`src/rtl/coin_acceptor.sv`:
```
// Coin sensor front end: sync, debounce, reject, queue, and paced issue to the vending machine.
// Optional COIN_ACCEPTOR_STATS_EN adds saturating dollar/quarter issue counters.
module coin_acceptor #(
  parameter int DEBOUNCE_CYCLES = 4,
  parameter int FIFO_DEPTH      = 4,
  parameter int GAP_CYCLES      = 3
) (
  input  logic       clock,
  input  logic       rst_n,
  input  logic       coin_dollar_raw,
  input  logic       coin_quarter_raw,
  output logic       D_in,
  output logic       Q_in,
  output logic       coin_reject,
  output logic       coin_drop,
`ifdef COIN_ACCEPTOR_STATS_EN
  output logic [7:0] dollar_count,
  output logic [7:0] quarter_count,
`endif
  output logic       fifo_full
);

  localparam int CW = $clog2(DEBOUNCE_CYCLES + 1);
  localparam int AW = $clog2(FIFO_DEPTH);
  localparam int GW = $clog2(GAP_CYCLES + 1);
  localparam logic [AW:0] FULL = (AW+1)'(FIFO_DEPTH);

  typedef enum logic [1:0] {IDLE, ISSUE, GAP} state_t;

  // Bit 1 is the dollar line, bit 0 the quarter line.
  logic [1:0]         s1_q, s2_q;
  logic [1:0]         lvl_q, lvl_d, lvlp_q;
  logic [1:0]         arm_q, arm_d;
  logic [1:0]         warm_q;
  logic [1:0][CW-1:0] cnt_q, cnt_d;
  logic [1:0]         evt;
  logic               both, one;

  logic [FIFO_DEPTH-1:0] mem_q, mem_d;
  logic [AW-1:0]         wr_q, wr_d, rd_q, rd_d;
  logic [AW:0]           count_q, count_d;
  logic                  push, pop, full_now;

  state_t        state_q, state_d;
  logic [GW-1:0] gap_q, gap_d;

  logic d_in_q, d_in_d, q_in_q, q_in_d;
  logic rej_q, rej_d, drop_q, drop_d, full_q, full_d;

  // A line only arms after a genuine low sample has crossed the synchronizer.
  always_comb begin
    lvl_d = lvl_q;
    cnt_d = '0;
    arm_d = arm_q | ({2{warm_q[1]}} & ~lvl_q & ~s2_q);
    for (int i = 0; i < 2; i++) begin
      if (s2_q[i] != lvl_q[i]) begin
        if (cnt_q[i] == CW'(DEBOUNCE_CYCLES - 1)) lvl_d[i] = ~lvl_q[i];
        else cnt_d[i] = cnt_q[i] + 1'b1;
      end
    end
  end

  assign evt      = lvl_q & ~lvlp_q & arm_q;
  assign both     = &evt;
  assign one      = ^evt;
  assign full_now = (count_q == FULL);
  assign push     = one & (~full_now | pop);

  always_comb begin
    state_d = state_q;
    gap_d   = gap_q;
    pop     = 1'b0;
    unique case (state_q)
      IDLE: begin
        if (count_q != '0) begin
          pop     = 1'b1;
          state_d = ISSUE;
        end
      end
      ISSUE: begin
        state_d = GAP;
        gap_d   = GW'(GAP_CYCLES);
      end
      GAP: begin
        if (gap_q == GW'(1)) state_d = IDLE;
        else gap_d = gap_q - 1'b1;
      end
      default: state_d = IDLE;
    endcase
  end

  always_comb begin
    mem_d   = mem_q;
    wr_d    = wr_q;
    rd_d    = rd_q;
    count_d = count_q;
    if (push) begin
      mem_d[wr_q] = evt[1];
      wr_d        = wr_q + 1'b1;
    end
    if (pop) rd_d = rd_q + 1'b1;
    unique case ({push, pop})
      2'b10:   count_d = count_q + 1'b1;
      2'b01:   count_d = count_q - 1'b1;
      default: count_d = count_q;
    endcase
  end

  always_comb begin
    d_in_d = pop & mem_q[rd_q];
    q_in_d = pop & ~mem_q[rd_q];
    rej_d  = both;
    drop_d = one & full_now & ~pop;
    full_d = (count_d == FULL);
  end

  always_ff @(posedge clock or negedge rst_n) begin
    if (!rst_n) begin
      s1_q    <= '0;
      s2_q    <= '0;
      lvl_q   <= '0;
      lvlp_q  <= '0;
      arm_q   <= '0;
      warm_q  <= '0;
      cnt_q   <= '0;
      mem_q   <= '0;
      wr_q    <= '0;
      rd_q    <= '0;
      count_q <= '0;
      state_q <= IDLE;
      gap_q   <= '0;
      d_in_q  <= 1'b0;
      q_in_q  <= 1'b0;
      rej_q   <= 1'b0;
      drop_q  <= 1'b0;
      full_q  <= 1'b0;
    end else begin
      s1_q    <= {coin_dollar_raw, coin_quarter_raw};
      s2_q    <= s1_q;
      lvl_q   <= lvl_d;
      lvlp_q  <= lvl_q;
      arm_q   <= arm_d;
      warm_q  <= {warm_q[0], 1'b1};
      cnt_q   <= cnt_d;
      mem_q   <= mem_d;
      wr_q    <= wr_d;
      rd_q    <= rd_d;
      count_q <= count_d;
      state_q <= state_d;
      gap_q   <= gap_d;
      d_in_q  <= d_in_d;
      q_in_q  <= q_in_d;
      rej_q   <= rej_d;
      drop_q  <= drop_d;
      full_q  <= full_d;
    end
  end

  assign D_in        = d_in_q;
  assign Q_in        = q_in_q;
  assign coin_reject = rej_q;
  assign coin_drop   = drop_q;
  assign fifo_full   = full_q;

`ifdef COIN_ACCEPTOR_STATS_EN
  logic [7:0] dcnt_q, dcnt_d, qcnt_q, qcnt_d;

  always_comb begin
    dcnt_d = dcnt_q;
    qcnt_d = qcnt_q;
    if (d_in_d && dcnt_q != 8'hff) dcnt_d = dcnt_q + 8'd1;
    if (q_in_d && qcnt_q != 8'hff) qcnt_d = qcnt_q + 8'd1;
  end

  always_ff @(posedge clock or negedge rst_n) begin
    if (!rst_n) begin
      dcnt_q <= '0;
      qcnt_q <= '0;
    end else begin
      dcnt_q <= dcnt_d;
      qcnt_q <= qcnt_d;
    end
  end

  assign dollar_count  = dcnt_q;
  assign quarter_count = qcnt_q;
`endif

endmodule

```
`config.mk`:
```
export PLATFORM = sky130hd
export DESIGN_NAME = coin_acceptor
export DESIGN_NICKNAME = d
export VERILOG_FILES = /design/src/rtl/coin_acceptor.sv
export SDC_FILE = /design/constraint.sdc
export NUM_CORES = 1
export LEC_CHECK = 0
export CAP_MARGIN = 25
export CORE_MARGIN = 2
export CORE_UTILIZATION = 30
export DETAILED_ROUTE_END_ITERATION = 10
export GPL_TIMING_DRIVEN = 0
export PLACE_DENSITY = 0.44
export SLEW_MARGIN = 20
export SYNTH_ARGS = -nofsm -noshare
export SYNTH_HDL_FRONTEND = slang
export SYNTH_SLANG_ARGS = --single-unit
```
`constraint.sdc`:
```
create_clock -name clock -period 3.34 [get_ports clock]
set_input_delay 0.668 -clock clock [delete_from_list [all_inputs] [get_ports clock]]
set_output_delay 0.668 -clock clock [all_outputs]
set_load 0.01 [all_outputs]
```
==> results of run 1 <==
## stage by stage
step | power, mW | instance area, sq um
finish | 2.08 | 2010
global route | 2.27 | 2010
CTS | 2.11 | 2010
detailed placement | 1.70 | 1900
global placement | 1.64 | 1880
floorplan | 1.47 | 1710
## power groups by stage
stage | clock, mW | combinational (mW) | sequential (mW)
global route | 0.431 | 1.10 | 0.742
global placement | 0 | 0.922 | 0.718
detailed placement | 0 | 0.969 | 0.730
finish | 0.390 | 0.971 | 0.720
floorplan | 0 | 0.755 | 0.712
CTS | 0.404 | 0.981 | 0.721
## final cells by class
| cell class | count | area [sq um] |
|---|---|---|
| Sequential cell | 38 | 951 |
| Inverter | 5 | 18.8 |
| Tap cell | 72 | 90.1 |
| Multi-Input combinational cell | 94 | 702 |
| Buffer | 5 | 42.5 |
| Timing Repair Buffer | 9 | 95.1 |
| Clock buffer | 5 | 68.8 |
| Fill cell | 544 | 3490 |
| Clock inverter | 3 | 45.0 |
## cell families (layout without fill, tap and decap cells)
logic type / count (synthesis) / after routing / synth area share [%]
adders and majority gates: 9 / 9 / 7.01
other: 1 / 1 / 0.219
buffers and inverters: 10 / 27 / 3.58
AOI/OAI and AO/OA: 21 / 21 / 8.90
DFF: 38 / 38 / 55.5
and+or+nand+nor: 49 / 49 / 15.8
xor gates and xnor gates: 6 / 6 / 3.07
muxes: 8 / 8 / 5.91
## final timing paths
kind                            depth (start not counted)      start   endpoint  slack, ns
min in group clock                                      0  warm_q[0]  warm_q[1]       0.35
max in group asynchronous                               2      rst_n   mem_q[2]       2.67
worst max register to register                         11   lvl_q[1]  fifo_full       0.35
worst min register to register                          0  warm_q[0]  warm_q[1]       0.35
worst max-delay path                                   11   lvl_q[1]  fifo_full       0.35
worst min-delay path                                    1      rst_n   gap_q[1]       0.24
## registers in the layout (all words and copies together), names as in the netlist, 2 cells and up
register and count:
rd_q 2, s1_q 2, gap_q 2, lvl_q 2, lvlp_q 2, cnt_q 6, mem_q 4, warm_q 2
s2_q 2, count_q 3, wr_q 2, arm_q 2, state_q 2
## critical path, stage by stage (launching register included)
cell and delay, ns:
dfrtp_1 0.42, nand2_1 0.07, nor2_1 0.26, ha_1 0.32, buf_4 0.19, nor3_1 0.27
o31ai_1 0.15, fa_1 0.46, nand2_1 0.10, o21ai_1 0.07, a2111oi_1 0.45, o22ai_1 0.11
## layer usage
layer | routed length (microns) | up-vias | share of wire (%)
met2 | 1500 | 23 | 51
met3 | 138 | 5 | 4.7
met1 | 1280 | 524 | 43
met4 | 34 | 0 | 1.2
li1 | - | 514 | -
met5 | 0 | - | 0
## layout by cell type (no fill, tap or decap), types with 2 or more instances in the layout
cell / instances
dfrtp_1: 38
nor2_1: 14
nand2_1: 14
ha_1: 8
clkdlybuf4s50_1: 7
inv_1: 5
xnor2_1: 5
nor3_1: 5
clkbuf_8: 5
nor3b_1: 4
a21oi_1: 4
mux2_1: 4
o21ai_0: 3
mux2_2: 3
nand2b_1: 2
a21o_1: 2
nor2b_1: 2
buf_4: 2
buf_6: 2
o22ai_1: 2
o22a_1: 2
clkinvlp_4: 2
==> metrics.txt, run 1 <==
MaxCap Viol Count 0; FFs w/ async S/R, synth 100%; nets@finish 171; Synth Warn # 0; Post-synth EDFFs 0; ys flop type dfrtp_1; met2 Use GR 18.2%; count leader, synth dfrtp_1; Syn Nets 155; post-synthesis sequential element count 38; wire length per cell 12.8 microns; met1 Usage GRT 13.0%; initial drt markers 56; Area contributors post-synth dfrtp_1 55%, ha_1 5.8%, nand2_1 3.1%, nor2_1 3.1%, mux2_1 2.6%; Chip Width 79.6 microns; power density over the cells 1030 mW/mm^2; placer congestion estimate 0.715; status complete, no violations; Setup Total Neg Slack 0 ns; CP required 3.50 ns; critical path type reg -> reg; maximum VDD drop 0.000356 V; Synth cell types 40; Final Hold Vio Count 0; Synth Instances 142; Vias/cell 4.61; antenna violation net count after detailed routing 0; Die Height 79.6 microns; final worst slack 0.352 ns; CP max FO 10; CTS buffer count 5; period utilisation layout 89.5%; Setup crit start kind register; tightest hold margin 0.237 ns; NetSw 0.779 mW; total track usage 10.9%; Internal 1.30 mW; global-route wire length before repair 5310 microns; leading area contributor after synthesis dfrtp_1; fin cells 231; IO Pins 9; largest net degree at the start of global routing 30; number of I/O port buffers 8; register area share after synthesis 55.5%; Post-Syn Area 0.00171 sq mm; syn_area_per_cell 12.1 sq um; grt peak-use layer met2; Final Util 36.6%; GRT overflow 0; antenna diode count 0; Worst setup EP type register; worst skew pair latency 0.29 ns; drt drc 0; most instantiated cells after synthesis 38 x dfrtp_1, 14 x nand2_1, 14 x nor2_1, 8 x ha_1; CTS tree done; vias in the first global route 1130; Routed WL 2950 microns; M3 GR Usage 3.39%; Area Growth Syn to Fin 17.4%; Die Area 0.00633 sq mm; # hold bufs at CTS 0; share of the synthesized area in the top cell type 55.5%; root buffer cell clkbuf_8; core area 0.00551 sq mm; Leakage 0.890 nW; clock skew 0.00626 ns; layout cells sized above 1 15.7%; clock power share 18.8%; initial core utilization 31.1%; initial antenna violation count 0; Sw Ratio 37.4%; Max Clock Freq 335 MHz; num rows 27; Tmin final 2.99 ns; Arrival @ worst endpoint 3.15 ns; clk slew on worst S/H paths 0.08 ns; worst hold-check path type in -> async; RSZ-0062 raised after global routing no; Sequential Power Share 34.6%; First-pass DRT Iterations 4; via count 1066; clk buf depth 2; DP Wirelength 2100 microns; H-tree levels 2; pre-CTS setup slack 0.378 ns; Clock Sinks 38; Placed Cells incl. Taps 223; post-CTS sizing 0; final setup fails 0; postcts setup bufs 0; Comb pwr share 46.6%; fin. max-slew vios 0
(Power assumes the default switching activity.)
==> run 2: changes to the inputs <==
- CAP_MARGIN: 25 -> not set
==> results of run 2 <==
No change in the layout: final DEF, timing and power equal those of run 1.
==> run 3: changes to the inputs <==
- CAP_MARGIN: not set -> 15
- CORE_UTILIZATION: 30 -> 58
- PLACE_DENSITY: 0.44 -> 0.75
- REMOVE_ABC_BUFFERS: not set -> 1
==> run 3 against run 2 <==
Effect of this change:
- die area decreased by 46%
- final cell count fell by 21%
- total power is 11% lower
- global-route usage grew 7.9 points
- non-clock buffer count shrank 5
- worst hold slack worse by 0.021 ns
- final area down 7.4%
- sequential power grew 7.1%
- via count fell by 1.4%
- routed wire length fell by 12%
- setup slack lost 0.057 ns
- highest routed layer unchanged
==> metrics.txt, run 3 (same netlist as run 1, synthesis figures left out) <==
tightest hold margin 0.217 ns (-0.0205 ns); Vias/cell 5.74 (+24%); drt drc 0 (unchanged); Setup Total Neg Slack 0 ns (unchanged); Routed WL 2600 microns (-12%); CTS buffer count 5 (unchanged); CP required 3.54 ns (+0.04 ns); fin cells 183 (-21%); Chip Width 58.4 microns (-27%); root buffer cell clkbuf_4; Final Util 67.0% (+30 points); overall power 1.85 mW (-11%); layout cells sized above 1 11.8% (-3.9 points); clk slew on worst S/H paths 0.10 ns (+0.02 ns); worst setup path endpoint fifo_full; Setup crit start kind register; met1 Usage GRT 22.8% (+9.8 points); Max Clock Freq 328 MHz (-1.9%); R2R Setup Slk 0.29 ns (-0.06 ns); met2 Use GR 31.1% (+13 points); num rows 19 (-30%); Tmin final 3.05 ns (+0.0569 ns); initial core utilization 61.6% (+30 points); Arrival @ worst endpoint 3.25 ns (+0.10 ns); status complete, no violations; postcts setup bufs 0 (unchanged); final setup fails 0 (unchanged); CTS tree done; CP max FO 12 (+2); origin of the critical flop-to-flop path lvl_q[1]; global-route wire length before repair 4750 microns (-11%); largest net degree at the start of global routing 27 (-10%); initial antenna violation count 0 (unchanged); IO Pins 9 (unchanged); Biggest register cnt_q; clock skew 0.00380 ns (-0.00246 ns); power density over the cells 994 mW/mm^2 (-3.8%); placer congestion estimate 0.742 (+3.8%); max reg flops 6 (unchanged); Die Area 0.00341 sq mm (-46%); Area Growth Syn to Fin 8.76%; cell area after layout 0.00186 sq mm (-7.4%); critical path type reg -> reg; total track usage 18.8% (+7.9 points); H-tree levels 2 (unchanged); final worst slack 0.295 ns (-0.0569 ns); initial drt markers 32 (-43%); antenna violation net count after detailed routing 0 (unchanged); # hold bufs at CTS 0 (unchanged); most common cell after layout, fill and taps aside dfrtp_1; First-pass DRT Iterations 4 (unchanged); Placed Cells incl. Taps 177 (-21%); vias in the first global route 1126 (-0.35%); Clock Sinks 38 (unchanged); worst skew pair latency 0.34 ns (+0.05 ns); filler cell count in the final layout 219 (-60%); fin. max-slew vios 0 (unchanged); top flop regs cnt_q (6), mem_q (4), count_q (3); nets@finish 166 (-2.9%); RSZ-0062 raised after global routing no; DP Wirelength 1910 microns (-9.1%); wire length per cell 14.2 microns (+11%); placed cell areas 0.00181 sq mm (-4.5%); Reg2Reg Depth 10 (-1); R2R Path End fifo_full; GRT overflow 0 (unchanged); via count 1051 (-1.4%); Final Hold Vio Count 0 (unchanged); clk buf depth 2 (unchanged); period utilisation layout 91.2% (+1.7 points); pre-CTS setup slack 0.451 ns (+0.0728 ns); Leakage 0.847 nW (-4.9%); most frequent cells in the layout 38 x dfrtp_1, 14 x nor2_1, 14 x nand2_1; crit path from lvl_q[1]; maximum VDD drop 0.000790 V (+120%); core area 0.00278 sq mm (-49%); Worst setup EP type register; Die Height 58.4 microns (-27%); post-CTS sizing 0 (unchanged); MaxCap Viol Count 0 (unchanged); M3 GR Usage 4.84% (+1.4 points); antenna diode count 0 (unchanged); number of I/O port buffers 8 (unchanged); grt peak-use layer met2; worst hold-check path type in -> async
[run 3: cell types whose count changed in the layout (fill, tap and decap cells not counted), sizes merged]
cell      before  now
buf            6    2
clkinvlp       2    0
bufinv         1    0
[run 3: layout make-up]
type | count | area, sq um | share of cell area [%]
clock buffer | 6 | 51.3 | 2.75
inverter | 5 | 18.8 | 1.01
multi-input combinational | 94 | 702 | 37.7
sequential | 38 | 951 | 51.0
tap | 31 | 38.8 | 2.08
timing repair buffer | 9 | 103 | 5.50
[run 3: report_power, final]
part	total (mW)	internal (mW)	switching, mW
Combinational	0.856	0.419	0.437
Clock	0.227	0.0948	0.132
Sequential	0.771	0.615	0.156
[run 3: routing by layer]
layer  wire, microns  up-vias  part of all wire, %
met5               0        -                    0
met1            1140      515                   44
met2            1290       22                   50
li1                -      509                    -
met3             115        5                  4.4
met4              45        0                  1.7
[run 3: worst min path at each step]
stage                             to     from  depth (start not counted)
after floorplan              s2_q[0]  s1_q[0]                          0
after global placement       s2_q[1]  s1_q[1]                          0
after detailed placement     s2_q[1]  s1_q[1]                          0
after CTS                 state_q[1]    rst_n                          1
after global routing      state_q[1]    rst_n                          1
final                       cnt_q[1]    rst_n                          1
[run 3: worst max-delay path, stage by stage, from the launching register on]
cell	delay, ns
dfrtp_1	0.42
nand2_1	0.07
nor2_1	0.24
ha_1	0.41
nor3_1	0.37
o31ai_1	0.16
fa_1	0.46
nand2_1	0.10
o21ai_1	0.06
a2111oi_1	0.47
o22ai_1	0.14
